$ cat src/rtl/io_uart_pkg.sv
// io_uart_pkg: register offsets, STATUS/CTRL bit positions and TX FSM encoding
package io_uart_pkg;
    localparam logic [1:0] OFS_TXDATA  = 2'd0;
    localparam logic [1:0] OFS_STATUS  = 2'd1;
    localparam logic [1:0] OFS_BAUDDIV = 2'd2;
    localparam logic [1:0] OFS_CTRL    = 2'd3;
    localparam int ST_BUSY  = 0;
    localparam int ST_FULL  = 1;
    localparam int ST_EMPTY = 2;
    localparam int ST_OVF   = 3;
    localparam int ST_COUNT = 8;
    localparam int CT_TX_EN   = 0;
    localparam int CT_FLUSH   = 1;
    localparam int CT_OVF_CLR = 2;
    localparam int CT_IRQ_EN  = 3;
    typedef enum logic [1:0] {IDLE = 2'd0, START = 2'd1, DATA = 2'd2, STOP = 2'd3} tx_state_t;
endpackage

$ cat src/rtl/io_uart_tx_resp_if.sv
// io_uart_tx_resp_if: dma_io bus (word write port, registered read port)
// master = CPU side, slave = IO responder
interface io_uart_tx_resp_if;
    logic        dma_io_we;
    logic [13:0] dma_io_wadr;
    logic [31:0] dma_io_wdata;
    logic [13:0] dma_io_radr;
    logic        dma_io_radr_en;
    logic [31:0] dma_io_rdata;
    modport master (output dma_io_we, dma_io_wadr, dma_io_wdata, dma_io_radr, dma_io_radr_en, input dma_io_rdata);
    modport slave (input dma_io_we, dma_io_wadr, dma_io_wdata, dma_io_radr, dma_io_radr_en, output dma_io_rdata);
endinterface

$ cat src/rtl/io_uart_fifo.sv
// io_uart_fifo: byte FIFO with wrap-bit pointers
// ports: clk, rst_n (async low), push/din, pop/dout (show-ahead), flush, full, empty, count
module io_uart_fifo #(
    parameter int DEPTH = 8
) (
    input  logic                     clk,
    input  logic                     rst_n,
    input  logic                     push,
    input  logic                     pop,
    input  logic                     flush,
    input  logic [7:0]               din,
    output logic [7:0]               dout,
    output logic                     full,
    output logic                     empty,
    output logic [$clog2(DEPTH):0]   count
);
    localparam int AW = $clog2(DEPTH);
    localparam int CW = AW + 1;
    logic [7:0]  mem [DEPTH];
    logic [AW:0] wptr, rptr;
    logic        do_push, do_pop;
    assign count   = wptr - rptr;
    assign empty   = wptr == rptr;
    assign full    = count == CW'(DEPTH);
    assign do_pop  = pop & !empty;
    // a pop frees the slot this cycle, so a push into a full FIFO is still accepted
    assign do_push = push & (!full | do_pop);
    assign dout    = mem[rptr[AW-1:0]];
    always_ff @(posedge clk or negedge rst_n) begin
        if (!rst_n) begin
            wptr <= '0;
            rptr <= '0;
        end else if (flush) begin
            wptr <= '0;
            rptr <= '0;
        end else begin
            if (do_push) wptr <= wptr + 1'b1;
            if (do_pop) rptr <= rptr + 1'b1;
        end
    end
    always_ff @(posedge clk) begin
        if (do_push & !flush) mem[wptr[AW-1:0]] <= din;
    end
endmodule

$ cat src/rtl/io_uart_tx_resp.sv
// io_uart_tx_resp: dma_io register window + TX FIFO + 8N1 UART transmitter
// ports: clk, rst_n (async low), bus (dma_io slave), uart_tx (idle high),
//        uart_irq (only when IO_UART_IRQ_EN is defined)
module io_uart_tx_resp
    import io_uart_pkg::*;
#(
    parameter logic [13:0] IO_BASE      = 14'h0040,
    parameter int          FIFO_DEPTH   = 8,
    parameter logic [15:0] BAUD_DEFAULT = 16'd434
) (
    input  logic               clk,
    input  logic               rst_n,
    io_uart_tx_resp_if.slave   bus,
`ifdef IO_UART_IRQ_EN
    output logic               uart_irq,
`endif
    output logic               uart_tx
);
    localparam int CW = $clog2(FIFO_DEPTH) + 1;
    logic [13:0]   woff, roff;
    logic          wsel, rsel, wr_tx, wr_baud, wr_ctrl, flush;
    logic [15:0]   baud_div, cnt;
    logic          tx_en, ovf, irq_en;
    logic [7:0]    dout, sh;
    logic          full, empty;
    logic [CW-1:0] count;
    logic [31:0]   status, ctrl_rd, rd_val, rdata_q;
    tx_state_t     state, state_n;
    logic [2:0]    idx;
    logic          tick, pop, busy, tx_d;
    logic          unused_bits;
    assign unused_bits = ^{bus.dma_io_wdata[31:16], bus.dma_io_wdata[3]};
    // offsets wrap below IO_BASE, so one compare of the upper bits bounds the window
    assign woff    = bus.dma_io_wadr - IO_BASE;
    assign roff    = bus.dma_io_radr - IO_BASE;
    assign wsel    = bus.dma_io_we & (woff[13:2] == '0);
    assign rsel    = bus.dma_io_radr_en & (roff[13:2] == '0);
    assign wr_tx   = wsel & (woff[1:0] == OFS_TXDATA);
    assign wr_baud = wsel & (woff[1:0] == OFS_BAUDDIV);
    assign wr_ctrl = wsel & (woff[1:0] == OFS_CTRL);
    assign flush   = wr_ctrl & bus.dma_io_wdata[CT_FLUSH];
    io_uart_fifo #(.DEPTH(FIFO_DEPTH)) u_fifo (
        .clk   (clk),
        .rst_n (rst_n),
        .push  (wr_tx),
        .pop   (pop),
        .flush (flush),
        .din   (bus.dma_io_wdata[7:0]),
        .dout  (dout),
        .full  (full),
        .empty (empty),
        .count (count)
    );
    always_ff @(posedge clk or negedge rst_n) begin
        if (!rst_n) begin
            baud_div <= BAUD_DEFAULT;
            tx_en    <= 1'b1;
            ovf      <= 1'b0;
        end else begin
            if (wr_baud) baud_div <= bus.dma_io_wdata[15:0];
            if (wr_ctrl) tx_en <= bus.dma_io_wdata[CT_TX_EN];
            if (wr_ctrl & bus.dma_io_wdata[CT_OVF_CLR]) ovf <= 1'b0;
            else if (wr_tx & full & !pop & !flush) ovf <= 1'b1;
        end
    end
`ifdef IO_UART_IRQ_EN
    always_ff @(posedge clk or negedge rst_n) begin
        if (!rst_n) begin
            irq_en   <= 1'b0;
            uart_irq <= 1'b0;
        end else begin
            if (wr_ctrl) irq_en <= bus.dma_io_wdata[CT_IRQ_EN];
            uart_irq <= irq_en & empty & !busy;
        end
    end
`else
    assign irq_en = 1'b0;
`endif
    always_comb begin
        status = '0;
        status[ST_BUSY] = busy;
        status[ST_FULL] = full;
        status[ST_EMPTY] = empty;
        status[ST_OVF] = ovf;
        status[ST_COUNT +: CW] = count;
        ctrl_rd = '0;
        ctrl_rd[CT_TX_EN] = tx_en;
        ctrl_rd[CT_IRQ_EN] = irq_en;
        rd_val = roff[1:0] == OFS_STATUS ? status :
                 roff[1:0] == OFS_BAUDDIV ? {16'h0, baud_div} :
                 roff[1:0] == OFS_CTRL ? ctrl_rd : '0;
    end
    always_ff @(posedge clk or negedge rst_n) begin
        if (!rst_n) rdata_q <= '0;
        else rdata_q <= rsel ? rd_val : '0;
    end
    assign bus.dma_io_rdata = rdata_q;
    assign tick = cnt == '0;
    always_ff @(posedge clk or negedge rst_n) begin
        if (!rst_n) state <= IDLE;
        else state <= state_n;
    end
    always_comb begin
        state_n = state;
        case (state)
            IDLE:    state_n = pop ? START : IDLE;
            START:   state_n = tick ? DATA : START;
            DATA:    state_n = tick && idx == 3'd7 ? STOP : DATA;
            default: state_n = tick ? IDLE : STOP;
        endcase
    end
    // tx_d is the line level for the next cycle, so uart_tx changes together with the state
    always_comb begin
        busy = state != IDLE;
        pop  = state == IDLE & tx_en & !empty;
        tx_d = state_n == START ? 1'b0 :
               state_n == DATA ? (state == DATA & tick ? sh[1] : sh[0]) : 1'b1;
    end
    always_ff @(posedge clk or negedge rst_n) begin
        if (!rst_n) begin
            cnt     <= '0;
            sh      <= '0;
            idx     <= '0;
            uart_tx <= 1'b1;
        end else begin
            uart_tx <= tx_d;
            if (pop) begin
                sh  <= dout;
                cnt <= baud_div;
            end else if (busy) begin
                cnt <= tick ? baud_div : cnt - 1'b1;
                if (tick & state == DATA) begin
                    sh  <= sh >> 1;
                    idx <= idx + 1'b1;
                end
            end
        end
    end
endmodule

$ cat src/flat_wrapper.sv
// flat-port wrapper written by rule: the top's interface ports become plain ports
module io_uart_tx_resp_flat import io_uart_pkg::*;
#(
    parameter logic [13:0] IO_BASE      = 14'h0040,
    parameter int          FIFO_DEPTH   = 8,
    parameter logic [15:0] BAUD_DEFAULT = 16'd434
)
  (clk, rst_n, uart_tx, bus_dma_io_we, bus_dma_io_wadr, bus_dma_io_wdata, bus_dma_io_radr, bus_dma_io_radr_en, bus_dma_io_rdata);
  io_uart_tx_resp_if bus_i ();
  input  logic clk;
  input  logic rst_n;
  output logic uart_tx;
  input wire logic [$bits(bus_i.dma_io_we)-1:0] bus_dma_io_we;
  input wire logic [$bits(bus_i.dma_io_wadr)-1:0] bus_dma_io_wadr;
  input wire logic [$bits(bus_i.dma_io_wdata)-1:0] bus_dma_io_wdata;
  input wire logic [$bits(bus_i.dma_io_radr)-1:0] bus_dma_io_radr;
  input wire logic [$bits(bus_i.dma_io_radr_en)-1:0] bus_dma_io_radr_en;
  output wire logic [$bits(bus_i.dma_io_rdata)-1:0] bus_dma_io_rdata;
  assign bus_i.dma_io_we = bus_dma_io_we;
  assign bus_i.dma_io_wadr = bus_dma_io_wadr;
  assign bus_i.dma_io_wdata = bus_dma_io_wdata;
  assign bus_i.dma_io_radr = bus_dma_io_radr;
  assign bus_i.dma_io_radr_en = bus_dma_io_radr_en;
  assign bus_dma_io_rdata = bus_i.dma_io_rdata;
  io_uart_tx_resp #(.IO_BASE(IO_BASE), .FIFO_DEPTH(FIFO_DEPTH), .BAUD_DEFAULT(BAUD_DEFAULT)) u_core (.clk(clk), .rst_n(rst_n), .bus(bus_i), .uart_tx(uart_tx));
endmodule
$ cat config.mk
export PLATFORM = sky130hd
export DESIGN_NAME = io_uart_tx_resp_flat
export DESIGN_NICKNAME = d
export VERILOG_FILES = /design/src/rtl/io_uart_pkg.sv /design/src/rtl/io_uart_tx_resp_if.sv /design/src/rtl/io_uart_fifo.sv /design/src/rtl/io_uart_tx_resp.sv /design/src/flat_wrapper.sv
export SDC_FILE = /design/constraint.sdc
export NUM_CORES = 1
export LEC_CHECK = 0
export ABC_AREA = 1
export CORE_UTILIZATION = 50
export CTS_CLUSTER_SIZE = 28
export DETAILED_ROUTE_END_ITERATION = 8
export GPL_TIMING_DRIVEN = 1
export PLACE_DENSITY = 0.86
export REMOVE_ABC_BUFFERS = 1
export SLEW_MARGIN = 20
export SYNTH_ARGS = -nofsm -noshare
export SYNTH_HDL_FRONTEND = slang
export SYNTH_SLANG_ARGS = --single-unit
$ cat constraint.sdc
create_clock -name clk -period 4.1 [get_ports clk]
set_input_delay 0.615 -clock clk [delete_from_list [all_inputs] [get_ports clk]]
set_output_delay 0.615 -clock clk [all_outputs]
set_load 0.02 [all_outputs]
=== Word-level counts from Yosys, hierarchy flattened ===
Memory sizes are Yosys's and may differ from the RTL's.
Index checks and enable logic that the tools add are counted.
W data, S select, Z words.

* Register bits after elaboration: 88
* RAM bits: 64
* Bits of input ports: 64
* Output and inout port bits: 33
* Logic and storage cells: 93
* Memories kept: 1

{| class="wikitable"
|+ Memory list
! memory !! depth !! bits a word !! rd ports !! clocked after Yosys merged registers in !! wr ports !! line !! text
|-
| u_core.u_fifo.mem || 8 || 8 || 1 || 0 || 1 || io_uart_fifo.sv:19 || <nowiki>logic [7:0] mem [DEPTH];</nowiki>
|}

* Add/sub/neg operators: 7
* Equality and inequality tests: 12
* Multiplexer cells: 26
* Bitwise gates (word level): 18
* Reduce and logical (&&, ||, !) cells: 18

{| class="wikitable"
|+ Operator list
! cell !! number
|-
| $mux W32 || 3
|-
| $mux W16 || 3
|-
| $sub A14 B7 Y14 const B || 2
|-
| $logic_not A12 Y1 || 2
|-
| $mux W8 || 3
|-
| $and A1 B1 Y1 || 16
|-
| $logic_not A16 Y1 || 1
|-
| $mux W4 || 4
|-
| $sub A16 B1 Y16 const B || 1
|-
| $eq A2 B2 Y1 const B || 6
|-
| $reduce_bool A2 Y1 || 6
|-
| $mux W1 || 10
|-
| $add A4 B1 Y4 const B || 2
|-
| $eq A2 B1 Y1 const B || 3
|-
| $pmux W2 S3 || 1
|-
| $eq A4 B4 Y1 || 1
|-
| $eq A4 B4 Y1 const B || 1
|-
| $logic_not A1 Y1 || 4
|-
| $logic_not A2 Y1 || 2
|-
| $mux W2 || 2
|-
| $sub A4 B4 Y4 || 1
|-
| $add A3 B1 Y3 const B || 1
|-
| $eq A3 B3 Y1 const B || 1
|-
| $reduce_and A3 Y1 || 1
|-
| other kinds (4) || 4
|}

=== Logic depth before layout (Yosys ltp) ===
* Word-level depth: 9
* Mapped depth: 14
* Gate-level depth less buffers: 12

=== By module ===
A second synthesis with hierarchy kept.

* Cells, all modules: 713
* Area total of the unflattened synthesis: 6760.2 µm²

{| class="wikitable"
|+ Modules (own cells, without submodules)
! module !! instances !! cells each !! area an instance (µm²) !! seq. area each (µm²)
|-
| io_uart_tx_resp || 1 || 439 || 3593.4 || 1610.3
|-
| io_uart_fifo || 1 || 274 || 3166.8 || 2122.0
|}

=== Least setup slack after synthesis ===
Ideal clock, no wire load.

* Path type: register to register
* Start: reg u_core.u_fifo.rptr[2]
* End: mem u_core.u_fifo.mem[1][0] (enable)
* Setup time: 370 ps
* Arrival time: 2252 ps
* Path slack: 1478 ps
* Stages on the path, launching flop included: 14
* Buffers on the path: 2
* Period minus slack after synthesis: 2622 ps
* Cell sequence: dfrtp_1 > buf_2 > inv_1 > clkbuf_1 > ha_1 > a21oi_1 > nand2_1 > nand2_1 > nand2_1 > nand3_1 > nand2_1 > inv_2 > nand2_1 > nor2_1

* Cells in the longest elaborated chain, start to end: 9
* Elaborated cells between the ends (all ways): 12
* Classes of those cells: add/sub (1); eq/ne (2); mux (2); bitwise (5); reduce/logical (2)

{| class="wikitable"
|+ Ends and longest elaborated chain
! item !! line !! text
|-
| from (decl) || io_uart_fifo.sv:20 || <nowiki>logic [AW:0] wptr, rptr;</nowiki>
|-
| from (signal assigned) || io_uart_fifo.sv:38 || <nowiki>if (do_pop) rptr <= rptr + 1'b1;</nowiki>
|-
| branches (longest 4 deep; another with $sub A4 B4 Y4) || - ||
|-
| $or A1 B1 Y1 (*) || io_uart_fifo.sv:27 || <nowiki>assign do_push = push & (!full | do_pop);</nowiki>
|-
| $and A1 B1 Y1 (*) || io_uart_fifo.sv:27 ||
|-
| $and A1 B1 Y1 (*) || io_uart_fifo.sv:42 || <nowiki>if (do_push & !flush) mem[wptr[AW-1:0]] <= din;</nowiki>
|-
| $mux W1 (*) || io_uart_fifo.sv:42 ||
|-
| $mux W1 (not written as such) (*) || io_uart_fifo.sv:42 ||
|-
| to (decl) || io_uart_fifo.sv:19 ||
|}

Every way passes the cells marked *.

=== Worst setup path in the final report ===
* Start: reg u_core.u_fifo.rptr[2]
* End: mem u_core.u_fifo.mem[2][5] (enable)

Same word-level chain as after synthesis.

==> metrics.txt <==
# diodes 0; DRC violations left 2; drt first pass iters 7; Worst R2R Setup Slack 0.90 ns; Die W 116 µm; share of cells above drive strength 1 0.0965; Final Max Tran Viols 0; crit path DAT 3.24 ns; mapped cell area 0.00645 mm²; Clk Latency, worst-skew pair 0.41 ns; boundary pin count 97; RSZ-0062 raised after global routing false; Relative slew margins 0.326; worst slew pin tran 1.01 ns; worst hold slack 0.317 ns; Worst R2R Path Depth 11; CP Launch Type flip-flop; clock root cell clkbuf_16; hold_buf cts 0; status finished with violations; Pwr Density 503 mW/mm²; Syn. warnings 0; Post-CTS Setup Bufs 0; Worst setup EP type flip-flop; EDFF count, synth 64; final net count 838; failing checks DRC; FP Rows 41; Congestion Overflow GR 0; Core Area 0.0126 mm²; Inserted Clock Buffers 17; Core Util, Final 0.616; Seq cells post-synth 136; LEAKAGE 3.37 nW; vias in the first global route 4,802; Worst VDD drop 0.000268 V; min Tclk post-route 3.20 ns; DRT iter0 DRCs 478; clock buffer depth 2; CTS tree done; Sink Count 136; drt wl/cell 15.3 µm; period utilisation layout 0.779; Worst EP required 4.14 ns; Die ar. 0.0134 mm²; initial antenna violation count 0; final RePlAce weighted congestion 0.864; global-route wire length before repair 23.3 mm; gr usage total 0.231; Initial Util 0.512; Die Ht 116 µm; Avg Inst Size Synth 9.27 µm²; post-DP HPWL 9.14 mm; Setup-failing EPs final 0; prevailing post-synth register cell dfrtp_1; Final Hold Vio Count 0; vias 5,086; Clock transition at path regs 0.06 ns; unique cell type count in the Yosys netlist 41; crit path max fanout 11; Hold WC Path Type in2async; largest net degree at the start of global routing 73; htree depth 4; post-CTS resize count 0; post-route setup TNS 0 ns; PortBufs 64; sequential share of the synthesized area 0.578; vias per cell 5.36; ys async rst share 0.529; filler instances 976; max-cap violations 0; crit path kind reg2reg; skew final 0.00643 ns; Layout area overhead 20.4%; Antenna Violating Nets Remaining 0; synthesized instance count 696; Max Freq 0.313 GHz; total wire length 14.5 mm
-- metrics by stage --
stage / power (mW) / cells / area, µm² / setup slack (ns)
finish: 3.91 / 949 / 7770 / 0.904
global route: 4.08 / 949 / 7770 / 0.690
CTS: 3.90 / 949 / 7770 / 0.926
detailed placement: 2.40 / 917 / 7190 / 0.920
global placement: 2.38 / 917 / 7190 / 1.03
floorplan: 2.17 / 672 / 6270 / 1.36
-- routing by layer --
metal,track usage,part of all wire,up-vias
met5,0,0,-
met4,0.106,0.022,0
met3,0.0497,0.061,36
met2,0.375,0.50,213
met1,0.300,0.42,2420
li1,-,-,2417
-- cells in the final DEF, fill, tap and decap left out, types with 11 or more instances in the layout --
cell type / count
inv_1: 65
o21ai_0: 56
nor2_1: 96
edfxtp_1: 64
dfrtp_1: 65
nand3_1: 49
clkdlybuf4s50_1: 63
nand2_1: 139
a21oi_1: 11
o21ai_1: 14
conb_1: 16
clkbuf_16: 17
-- state kept, by name, summed over array words and instances, names as in the netlist --
register / flops
u_core.baud_div: 16
u_core.bus.dma_io_rdata: 16
u_core.cnt: 16
u_core.idx: 3
u_core.ovf: 1
u_core.sh: 8
u_core.state: 2
u_core.tx_en: 1
u_core.u_fifo.mem: 64
u_core.u_fifo.rptr: 4
u_core.u_fifo.wptr: 4
u_core.uart_tx: 1
-- cells by family (layout without fill, tap and decap cells) --
| group | count (synthesis) | in the layout | share of synthesized area |
|---|---|---|---|
| xor gates and xnor gates | 11 | 11 | 0.0149 |
| DFF | 136 | 136 | 0.578 |
| adders and majority gates | 10 | 10 | 0.0205 |
| and+or+nand+nor | 320 | 320 | 0.211 |
| AOI/OAI and AO/OA | 107 | 107 | 0.0963 |
| other | 1 | 16 | 0.000581 |
| buffers and inverters | 111 | 177 | 0.0789 |
-- final cells by class --
| type | instances | area, µm² | area share |
|---|---|---|---|
| Clock buffer | 17 | 425 | 0.0547 |
| Clock inverter | 15 | 153 | 0.0196 |
| Inverter | 72 | 270 | 0.0348 |
| Multi-Input combinational cell | 464 | 2270 | 0.292 |
| Sequential cell | 136 | 3730 | 0.480 |
| Tap cell | 172 | 215 | 0.0277 |
| Timing Repair Buffer | 73 | 706 | 0.0908 |
-- critical path, stage by stage (launching register included) --
cell and delay, ns:
dfrtp_1 0.58, inv_1 0.34, ha_1 0.43, nand2_1 0.10
nor2_2 0.04, nand2_2 0.10, nand3_4 0.15, nand3_1 0.21
nand2_1 0.13, inv_2 0.10, nand2_2 0.08, nor2_1 0.56
-- synth_stat cells (9+ instances only) --
cell type	instances	area (µm²)
ha_1	9	113
inv_1	65	244
a21oi_1	11	55.1
nor3_1	9	45.0
nor2_1	96	360
dfrtp_1	65	1630
o21ai_1	14	70.1
clkbuf_1	11	41.3
nand3_1	49	245
buf_4	18	135
edfxtp_1	64	1920
o221ai_1	10	87.6
nand2_1	139	522
o21ai_0	56	280
-- final timing paths --
check | from | end
min | rst_n | u_core.baud_div[14]$_DFFE_PN0P_
max | u_core.u_fifo.rptr[2]$_DFFE_PN0P_ | u_core.u_fifo.mem[2][5]$_DFFE_PP_
min in group clk | u_core.baud_div[10]$_DFFE_PN0P_ | u_core.baud_div[10]$_DFFE_PN0P_
max reg2reg | u_core.u_fifo.rptr[2]$_DFFE_PN0P_ | u_core.u_fifo.mem[2][5]$_DFFE_PP_
max in group asynchronous | rst_n | u_core.bus.dma_io_rdata[10]$_DFF_PN0_
min reg2reg | u_core.baud_div[10]$_DFFE_PN0P_ | u_core.baud_div[10]$_DFFE_PN0P_
-- power by group --
| group | switching (mW) | internal (mW) |
|---|---|---|
| clock network | 0.588 | 0.895 |
| registers | 0.0481 | 1.48 |
| logic | 0.602 | 0.296 |
| total | 1.24 | 2.67 |
Note: power is estimated with default switching activity, not from simulation.
